`src/rtl/audio_pkg.sv`:
```
// Shared types for the equalizer audio path: fixed-point sample format, channel tag and
// receiver FSM states.
package audio_pkg;

    localparam int FRAC_BITS = 16;
    localparam int FIXED_W   = 32;

    typedef logic signed [FIXED_W-1:0] fixed_t;

    typedef enum logic {CH_LEFT, CH_RIGHT} channel_t;

    typedef enum logic [1:0] {S_IDLE, S_SKIP, S_SHIFT, S_DONE} state_t;

endpackage

```
`src/rtl/edge_sync.sv`:
```
// Multi-stage synchroniser for one asynchronous codec line, with a history flop for
// rise and any-edge detection in the i_clk domain.
module edge_sync #(
    parameter int SYNC_STAGES = 2
) (
    input  logic i_clk,
    input  logic i_rst,
    input  logic i_in,
    output logic o_level,
    output logic o_rise,
    output logic o_edge
);

    logic [SYNC_STAGES-1:0] sync_q;
    logic                   hist_q;
    logic [SYNC_STAGES:0]   prime_q;
    logic                   primed;

    always_ff @(posedge i_clk) begin
        if (i_rst) begin
            sync_q  <= '0;
            hist_q  <= 1'b0;
            prime_q <= '0;
        end else begin
            sync_q  <= {sync_q[SYNC_STAGES-2:0], i_in};
            hist_q  <= sync_q[SYNC_STAGES-1];
            prime_q <= {prime_q[SYNC_STAGES-1:0], 1'b1};
        end
    end

    // Edges are masked until the history flop holds a real sampled level, so the
    // cleared-after-reset state never looks like a transition.
    assign primed  = prime_q[SYNC_STAGES];
    assign o_level = sync_q[SYNC_STAGES-1];
    assign o_rise  = primed & o_level & ~hist_q;
    assign o_edge  = primed & (o_level ^ hist_q);

endmodule

```
`src/rtl/audio_adc_rx.sv`:
```
// I2S ADC receiver: oversamples BCLK/LRC/ADCDAT, deserialises one word per channel and
// emits it as 16.16 fixed point with a one-cycle valid strobe and channel tag.
module audio_adc_rx #(
    parameter int SAMPLE_BITS = 16,
    parameter int FRAC_BITS   = audio_pkg::FRAC_BITS,
    parameter int SYNC_STAGES = 2,
    parameter int BIT_DELAY   = 1
) (
    input  logic        i_clk,
    input  logic        i_rst,
    input  logic        i_en,
    input  logic        i_bclk,
    input  logic        i_lrc,
    input  logic        i_adcdat,
    output logic [31:0] o_data,
    output logic        o_valid,
    output logic        o_right,
    output logic        o_err
);
    import audio_pkg::*;

    localparam int CNT_W  = $clog2(SAMPLE_BITS + 1);
    localparam int SKIP_W = (BIT_DELAY > 0) ? $clog2(BIT_DELAY + 1) : 1;
    localparam int FULL_W = SAMPLE_BITS + FRAC_BITS;

    logic bclk_level, bclk_rise, bclk_edge;
    logic lrc_level, lrc_rise, lrc_edge;
    logic [SYNC_STAGES-1:0] dat_sync_q;
    logic dat;

    edge_sync #(.SYNC_STAGES(SYNC_STAGES)) u_bclk_sync (
        .i_clk  (i_clk),
        .i_rst  (i_rst),
        .i_in   (i_bclk),
        .o_level(bclk_level),
        .o_rise (bclk_rise),
        .o_edge (bclk_edge)
    );

    edge_sync #(.SYNC_STAGES(SYNC_STAGES)) u_lrc_sync (
        .i_clk  (i_clk),
        .i_rst  (i_rst),
        .i_in   (i_lrc),
        .o_level(lrc_level),
        .o_rise (lrc_rise),
        .o_edge (lrc_edge)
    );

    // Same depth as the clock syncs so data lines up with the detected BCLK rise.
    always_ff @(posedge i_clk) begin
        if (i_rst) dat_sync_q <= '0;
        else       dat_sync_q <= {dat_sync_q[SYNC_STAGES-2:0], i_adcdat};
    end
    assign dat = dat_sync_q[SYNC_STAGES-1];

    logic unused_sync;
    assign unused_sync = ^{bclk_level, bclk_edge, lrc_rise};

    state_t                 state_q, state_d;
    channel_t               ch_q, ch_d;
    logic [SKIP_W-1:0]      skip_q, skip_d;
    logic [CNT_W-1:0]       cnt_q, cnt_d;
    logic [SAMPLE_BITS-1:0] shift_q, shift_d;
    logic                   start, err;

    always_comb begin
        state_d = state_q;
        ch_d    = ch_q;
        skip_d  = skip_q;
        cnt_d   = cnt_q;
        shift_d = shift_q;
        start   = 1'b0;
        err     = 1'b0;
        case (state_q)
            S_IDLE: start = lrc_edge;
            S_SKIP: begin
                if (lrc_edge) begin
                    err   = 1'b1;
                    start = 1'b1;
                end else if (bclk_rise) begin
                    skip_d = skip_q - 1'b1;
                    if (skip_q == SKIP_W'(1)) begin
                        state_d = S_SHIFT;
                        cnt_d   = '0;
                    end
                end
            end
            S_SHIFT: begin
                if (lrc_edge) begin
                    err   = 1'b1;
                    start = 1'b1;
                end else if (bclk_rise) begin
                    shift_d = {shift_q[SAMPLE_BITS-2:0], dat};
                    cnt_d   = cnt_q + 1'b1;
                    if (cnt_q == CNT_W'(SAMPLE_BITS - 1)) state_d = S_DONE;
                end
            end
            S_DONE: begin
                state_d = S_IDLE;
                start   = lrc_edge;
            end
            default: state_d = S_IDLE;
        endcase

        // A coincident BCLK rise is consumed by the new frame as its first edge.
        if (start) begin
            ch_d  = channel_t'(lrc_level);
            cnt_d = '0;
            if (BIT_DELAY == 0) begin
                state_d = S_SHIFT;
                if (bclk_rise) begin
                    shift_d = {shift_q[SAMPLE_BITS-2:0], dat};
                    cnt_d   = CNT_W'(1);
                end
            end else begin
                state_d = S_SKIP;
                skip_d  = SKIP_W'(BIT_DELAY);
                if (bclk_rise) begin
                    skip_d = SKIP_W'(BIT_DELAY - 1);
                    if (BIT_DELAY == 1) state_d = S_SHIFT;
                end
            end
        end

        if (!i_en) begin
            state_d = S_IDLE;
            err     = 1'b0;
        end
    end

    logic [FULL_W-1:0] full;
    fixed_t            fixed;
    assign full = {shift_q, {FRAC_BITS{1'b0}}};

    if (FULL_W >= FIXED_W) begin : g_trunc
        assign fixed = full[FIXED_W-1:0];
    end else begin : g_sext
        assign fixed = {{(FIXED_W - FULL_W){shift_q[SAMPLE_BITS-1]}}, full};
    end

    always_ff @(posedge i_clk) begin
        if (i_rst) begin
            state_q <= S_IDLE;
            ch_q    <= CH_LEFT;
            skip_q  <= '0;
            cnt_q   <= '0;
            shift_q <= '0;
            o_data  <= '0;
            o_valid <= 1'b0;
            o_right <= 1'b0;
            o_err   <= 1'b0;
        end else begin
            state_q <= state_d;
            ch_q    <= ch_d;
            skip_q  <= skip_d;
            cnt_q   <= cnt_d;
            shift_q <= shift_d;
            o_valid <= i_en && (state_q == S_DONE);
            o_err   <= err;
            if (i_en && (state_q == S_DONE)) begin
                o_data  <= fixed;
                o_right <= (ch_q == CH_RIGHT);
            end
        end
    end

endmodule

```
`config.mk`:
```
export PLATFORM = sky130hd
export DESIGN_NAME = audio_adc_rx
export DESIGN_NICKNAME = d
export VERILOG_FILES = /design/src/rtl/audio_pkg.sv /design/src/rtl/edge_sync.sv /design/src/rtl/audio_adc_rx.sv
export SDC_FILE = /design/constraint.sdc
export NUM_CORES = 1
export LEC_CHECK = 0
export ABC_AREA = 1
export CAP_MARGIN = 15
export CORE_ASPECT_RATIO = 0.9
export CORE_UTILIZATION = 30
export DETAILED_ROUTE_END_ITERATION = 8
export GPL_TIMING_DRIVEN = 1
export HOLD_SLACK_MARGIN = 0.02
export SLEW_MARGIN = 20
export SYNTH_ARGS = -nofsm -noshare
export SYNTH_HDL_FRONTEND = slang
export SYNTH_SLANG_ARGS = --single-unit
```
`constraint.sdc`:
```
create_clock -name i_clk -period 4.2 [get_ports i_clk]
set_clock_uncertainty 0.15 [all_clocks]
set_input_delay 1.05 -clock i_clk [delete_from_list [all_inputs] [get_ports i_clk]]
set_output_delay 1.05 -clock i_clk [all_outputs]
set_load 0.01 [all_outputs]
```
==> impl_metrics.prom <==
# TYPE chip_impl_metric gauge
chip_impl_metric{name="post-route-drc-count",unit=""} 0
chip_impl_metric{name="clock_latency",unit="ns"} 0.31
chip_impl_info{name="kind_of_capture_point_of_the_worst_setup_path",value="flop"} 1
chip_impl_metric{name="die_width",unit="um"} 92.4
chip_impl_metric{name="internal_power",unit="mW"} 0.723
chip_impl_metric{name="post_synth_design_cell_area",unit="sq um"} 2210
chip_impl_metric{name="powerDensity",unit="nW/um^2"} 364
chip_impl_metric{name="synth-edff-count",unit=""} 0
chip_impl_metric{name="cp.arrival",unit="ns"} 2.72
chip_impl_info{name="synthDominantAreaCellType",value="dfxtp_1"} 1
chip_impl_metric{name="finalHoldViolCount",unit=""} 0
chip_impl_metric{name="placed_cells",unit=""} 381
chip_impl_metric{name="stdcell_count",unit=""} 389
chip_impl_metric{name="fin_tns_setup",unit="ns"} 0
chip_impl_metric{name="num-nets-final",unit=""} 307
chip_impl_metric{name="cp_slowest_stage_delay",unit="ns"} 0.40
chip_impl_metric{name="combinational_power_share",unit="%"} 4.0
chip_impl_metric{name="power.net_switching",unit="mW"} 0.211
chip_impl_metric{name="die_y",unit="um"} 83.4
chip_impl_metric{name="fmaxAchievable",unit="MHz"} 381
chip_impl_metric{name="clk_path_buf_depth",unit=""} 2
chip_impl_metric{name="grt_pass1_vias",unit=""} 1372
chip_impl_metric{name="share_of_post_route_cells_with_drive_strength_above_1",unit="%"} 6.08
chip_impl_metric{name="cts_htree_levels",unit=""} 2
chip_impl_metric{name="worst_slew_margin_rel",unit="%"} 49.4
chip_impl_metric{name="avgViaCountPerCell",unit=""} 4.16
chip_impl_info{name="run_status",value="finished, final reports clean"} 1
chip_impl_info{name="crit_slowest_cell",value="clkdlybuf4s50_1"} 1
chip_impl_metric{name="vdd_drop_max",unit="V"} 0.000269
chip_impl_metric{name="synthesis.instances",unit=""} 275
chip_impl_metric{name="clock_sink_count",unit=""} 55
chip_impl_metric{name="dr_total_vias",unit=""} 1620
chip_impl_metric{name="drtIter0Drc",unit=""} 82
chip_impl_metric{name="ys_seq_elements",unit=""} 55
chip_impl_metric{name="clk_pin_slew_worst_paths",unit="ns"} 0.11
chip_impl_metric{name="max_cap_violations",unit=""} 0
chip_impl_metric{name="grt_antenna_before_repair",unit=""} 0
chip_impl_metric{name="seq_power_share",unit="%"} 56.7
chip_impl_metric{name="grt-ovfl-total",unit=""} 0
chip_impl_info{name="crit_path_frequent_cell",value="buf_4"} 1
chip_impl_metric{name="synth.yosys.warnings",unit=""} 0
chip_impl_metric{name="synth_cell_type_count",unit=""} 23
chip_impl_info{name="post_synth_most_frequent_cells",value="dfxtp_1, inv_1, a21oi_1, o21ai_0, nor2_1"} 1
chip_impl_metric{name="gr-usage-all-layers",unit="%"} 10.3
chip_impl_metric{name="dp_hpwl",unit="um"} 2500
chip_impl_metric{name="antennaDiodeCount",unit=""} 0
chip_impl_info{name="cts-root-buf",value="clkbuf_8"} 1
chip_impl_info{name="clock_tree_from_tritoncts",value="built"} 1
chip_impl_metric{name="share_of_synthesized_area_occupied_by_flip_flops_and_latches",unit="%"} 49.9
chip_impl_metric{name="crit_buf_inv",unit=""} 4
chip_impl_metric{name="avgSynthCellArea",unit="sq um"} 8.03
chip_impl_info{name="critical-path-top-delay-family",value="buffers and inverters"} 1
chip_impl_metric{name="drv_slew",unit=""} 0
chip_impl_info{name="yosys.cell_count.top_type",value="dfxtp_1"} 1
chip_impl_metric{name="design.portCount",unit=""} 41
chip_impl_metric{name="ant_nets",unit=""} 0
chip_impl_info{name="synth_top_cells_by_area",value="dfxtp_1, a21oi_1, o21ai_0"} 1
chip_impl_metric{name="critPathRequiredTime",unit="ns"} 4.30
chip_impl_metric{name="critical_path_peak_fanout",unit=""} 20
chip_impl_metric{name="power.switching_fraction",unit="%"} 22.5
chip_impl_info{name="hold_class",value="reg -> reg"} 1
chip_impl_metric{name="leakage",unit="nW"} 1.02
chip_impl_metric{name="routed_wirelength",unit="um"} 3660
chip_impl_metric{name="grt_start_max_net_pins",unit=""} 30
chip_impl_metric{name="detailedRoute.firstPassIterationCount",unit=""} 4
chip_impl_info{name="timing.setup.critical_path_class",value="in -> reg"} 1
chip_impl_metric{name="wl_per_cell",unit="um"} 9.42
chip_impl_metric{name="finalWorstPathRequiredPeriod",unit="ns"} 2.62
chip_impl_metric{name="cts_buffers",unit=""} 5
chip_impl_metric{name="synth_top_area_share",unit="%"} 49.9
chip_impl_metric{name="gates_resized_cts_repair",unit=""} 0
chip_impl_metric{name="p_clk_share",unit="%"} 39.3
chip_impl_metric{name="floorplan.die_area",unit="sq um"} 7710
chip_impl_metric{name="holdBufCountCts",unit=""} 0
chip_impl_metric{name="start_util",unit="%"} 31.2
chip_impl_metric{name="grt_first_pass_wirelength",unit="um"} 6240
chip_impl_info{name="cp_cell_sequence",value="clkdlybuf4s50_1, buf_4, inv_1, buf_4, nand2_1, o21bai_1, nor2_1"} 1
chip_impl_metric{name="fp.coreArea",unit="sq um"} 7080
chip_impl_info{name="timing.critical_path.from_type",value="input pin"} 1
chip_impl_metric{name="syn_to_final_growth",unit="%"} 16.3
chip_impl_metric{name="setup_viol",unit=""} 0
chip_impl_metric{name="setup_repair_bufs_after_cts",unit=""} 0
chip_impl_metric{name="row_count",unit=""} 29
chip_impl_info{name="rsz0062_at_grt",value="no"} 1
chip_impl_metric{name="fin_crit_sh",unit="%"} 62.5
chip_impl_info{name="yosys_most_used_dff",value="dfxtp_1"} 1
chip_impl_metric{name="place.port_buffers",unit=""} 24
chip_impl_metric{name="slew_at_the_pin_with_the_worst_max_slew_slack",unit="ns"} 0.759
chip_impl_metric{name="gp_congestion",unit=""} 0.735
chip_impl_metric{name="asyncSetResetFlopFracSynth",unit="%"} 0
==> cell usage in the layout (no fill, tap or decap), types with 3 or more instances in the layout <==
cell type         n
dfxtp_1          55
inv_1            37
o21ai_0          34
a21oi_1          34
nor2_1           32
nand2_1          27
clkdlybuf4s50_1  24
conb_1           16
ha_1              6
nand3_1           5
clkbuf_8          5
nand3_2           4
nor3_1            3
==> metrics by stage <==
step                      setup slack (ns)  power [mW]  area [sq um]  hold slack, ns  utilization (%)
after floorplan                       2.27       0.579          2260           0.238                -
after global placement                1.27       0.579          2450           0.241             34.6
after detailed placement              1.26       0.579          2450           0.246             34.6
after CTS                             1.59       0.944          2570           0.262             36.3
after global routing                  1.36       0.976          2570           0.272             36.3
final                                 1.58       0.934          2570           0.259             36.3
==> flip-flops by register name (all words and copies together) (netlist names), 2 cells and up <==
signal and cells:
u_lrc_sync.prime_q 3, u_lrc_sync.sync_q 2, state_q 2, o_data 16, dat_sync_q 2, cnt_q 5, shift_q 16, u_bclk_sync.sync_q 2
==> worst reg2reg max path: stages (launching register included) <==
cell and delay (ns):
dfxtp_1 0.36, inv_1 0.09, ha_1 0.32, nand3_2 0.47, o21ai_0 0.36, a21oi_1 0.07
==> layout make-up <==
class                   instances  area (sq um)
repair buffers                 26           255
well taps                      93           116
fillers                       741          4510
flip-flops and latches         55          1100
multi-input cells             167           825
clock inverters                 3          50.0
clock buffers                   5          68.8
inverters                      40           153
==> power groups by stage <==
stage	combinational (mW)	clock, mW	sequential (mW)
after floorplan	0.0383	0	0.541
after global placement	0.0374	0	0.542
after detailed placement	0.0375	0	0.542
after CTS	0.0377	0.376	0.530
after global routing	0.0434	0.402	0.530
final	0.0376	0.367	0.529
==> per-layer routing <==
| metal | wire (um) | GRT usage (%) | vias up |
|---|---|---|---|
| li1 | - | - | 870 |
| met1 | 1980 | 14.6 | 711 |
| met2 | 1500 | 14.2 | 34 |
| met3 | 127 | 2.38 | 5 |
| met4 | 50 | 5.54 | 0 |
| met5 | 0 | 0 | - |
==> worst paths after layout <==
kind	from	to	slack, ns	cells past startpoint
worst max register to register	state_q[0]	shift_q[9]	2.27	5
worst max-delay path	i_rst	cnt_q[4]	1.58	7
worst min-delay path	u_lrc_sync.sync_q[0]	u_lrc_sync.sync_q[1]	0.26	2
worst min register to register	u_lrc_sync.sync_q[0]	u_lrc_sync.sync_q[1]	0.26	2
==> logic make-up after synthesis <==
logic type	after synthesis	share of synthesized area [%]
compound gates	70	16.1
xor+xnor	2	0.793
fa+ha+maj	6	3.40
buf+inv	68	15.4
flops	55	49.9
other cells	1	0.170
simple gates	73	14.3
No activity file was read; power rests on OpenSTA's default activity.
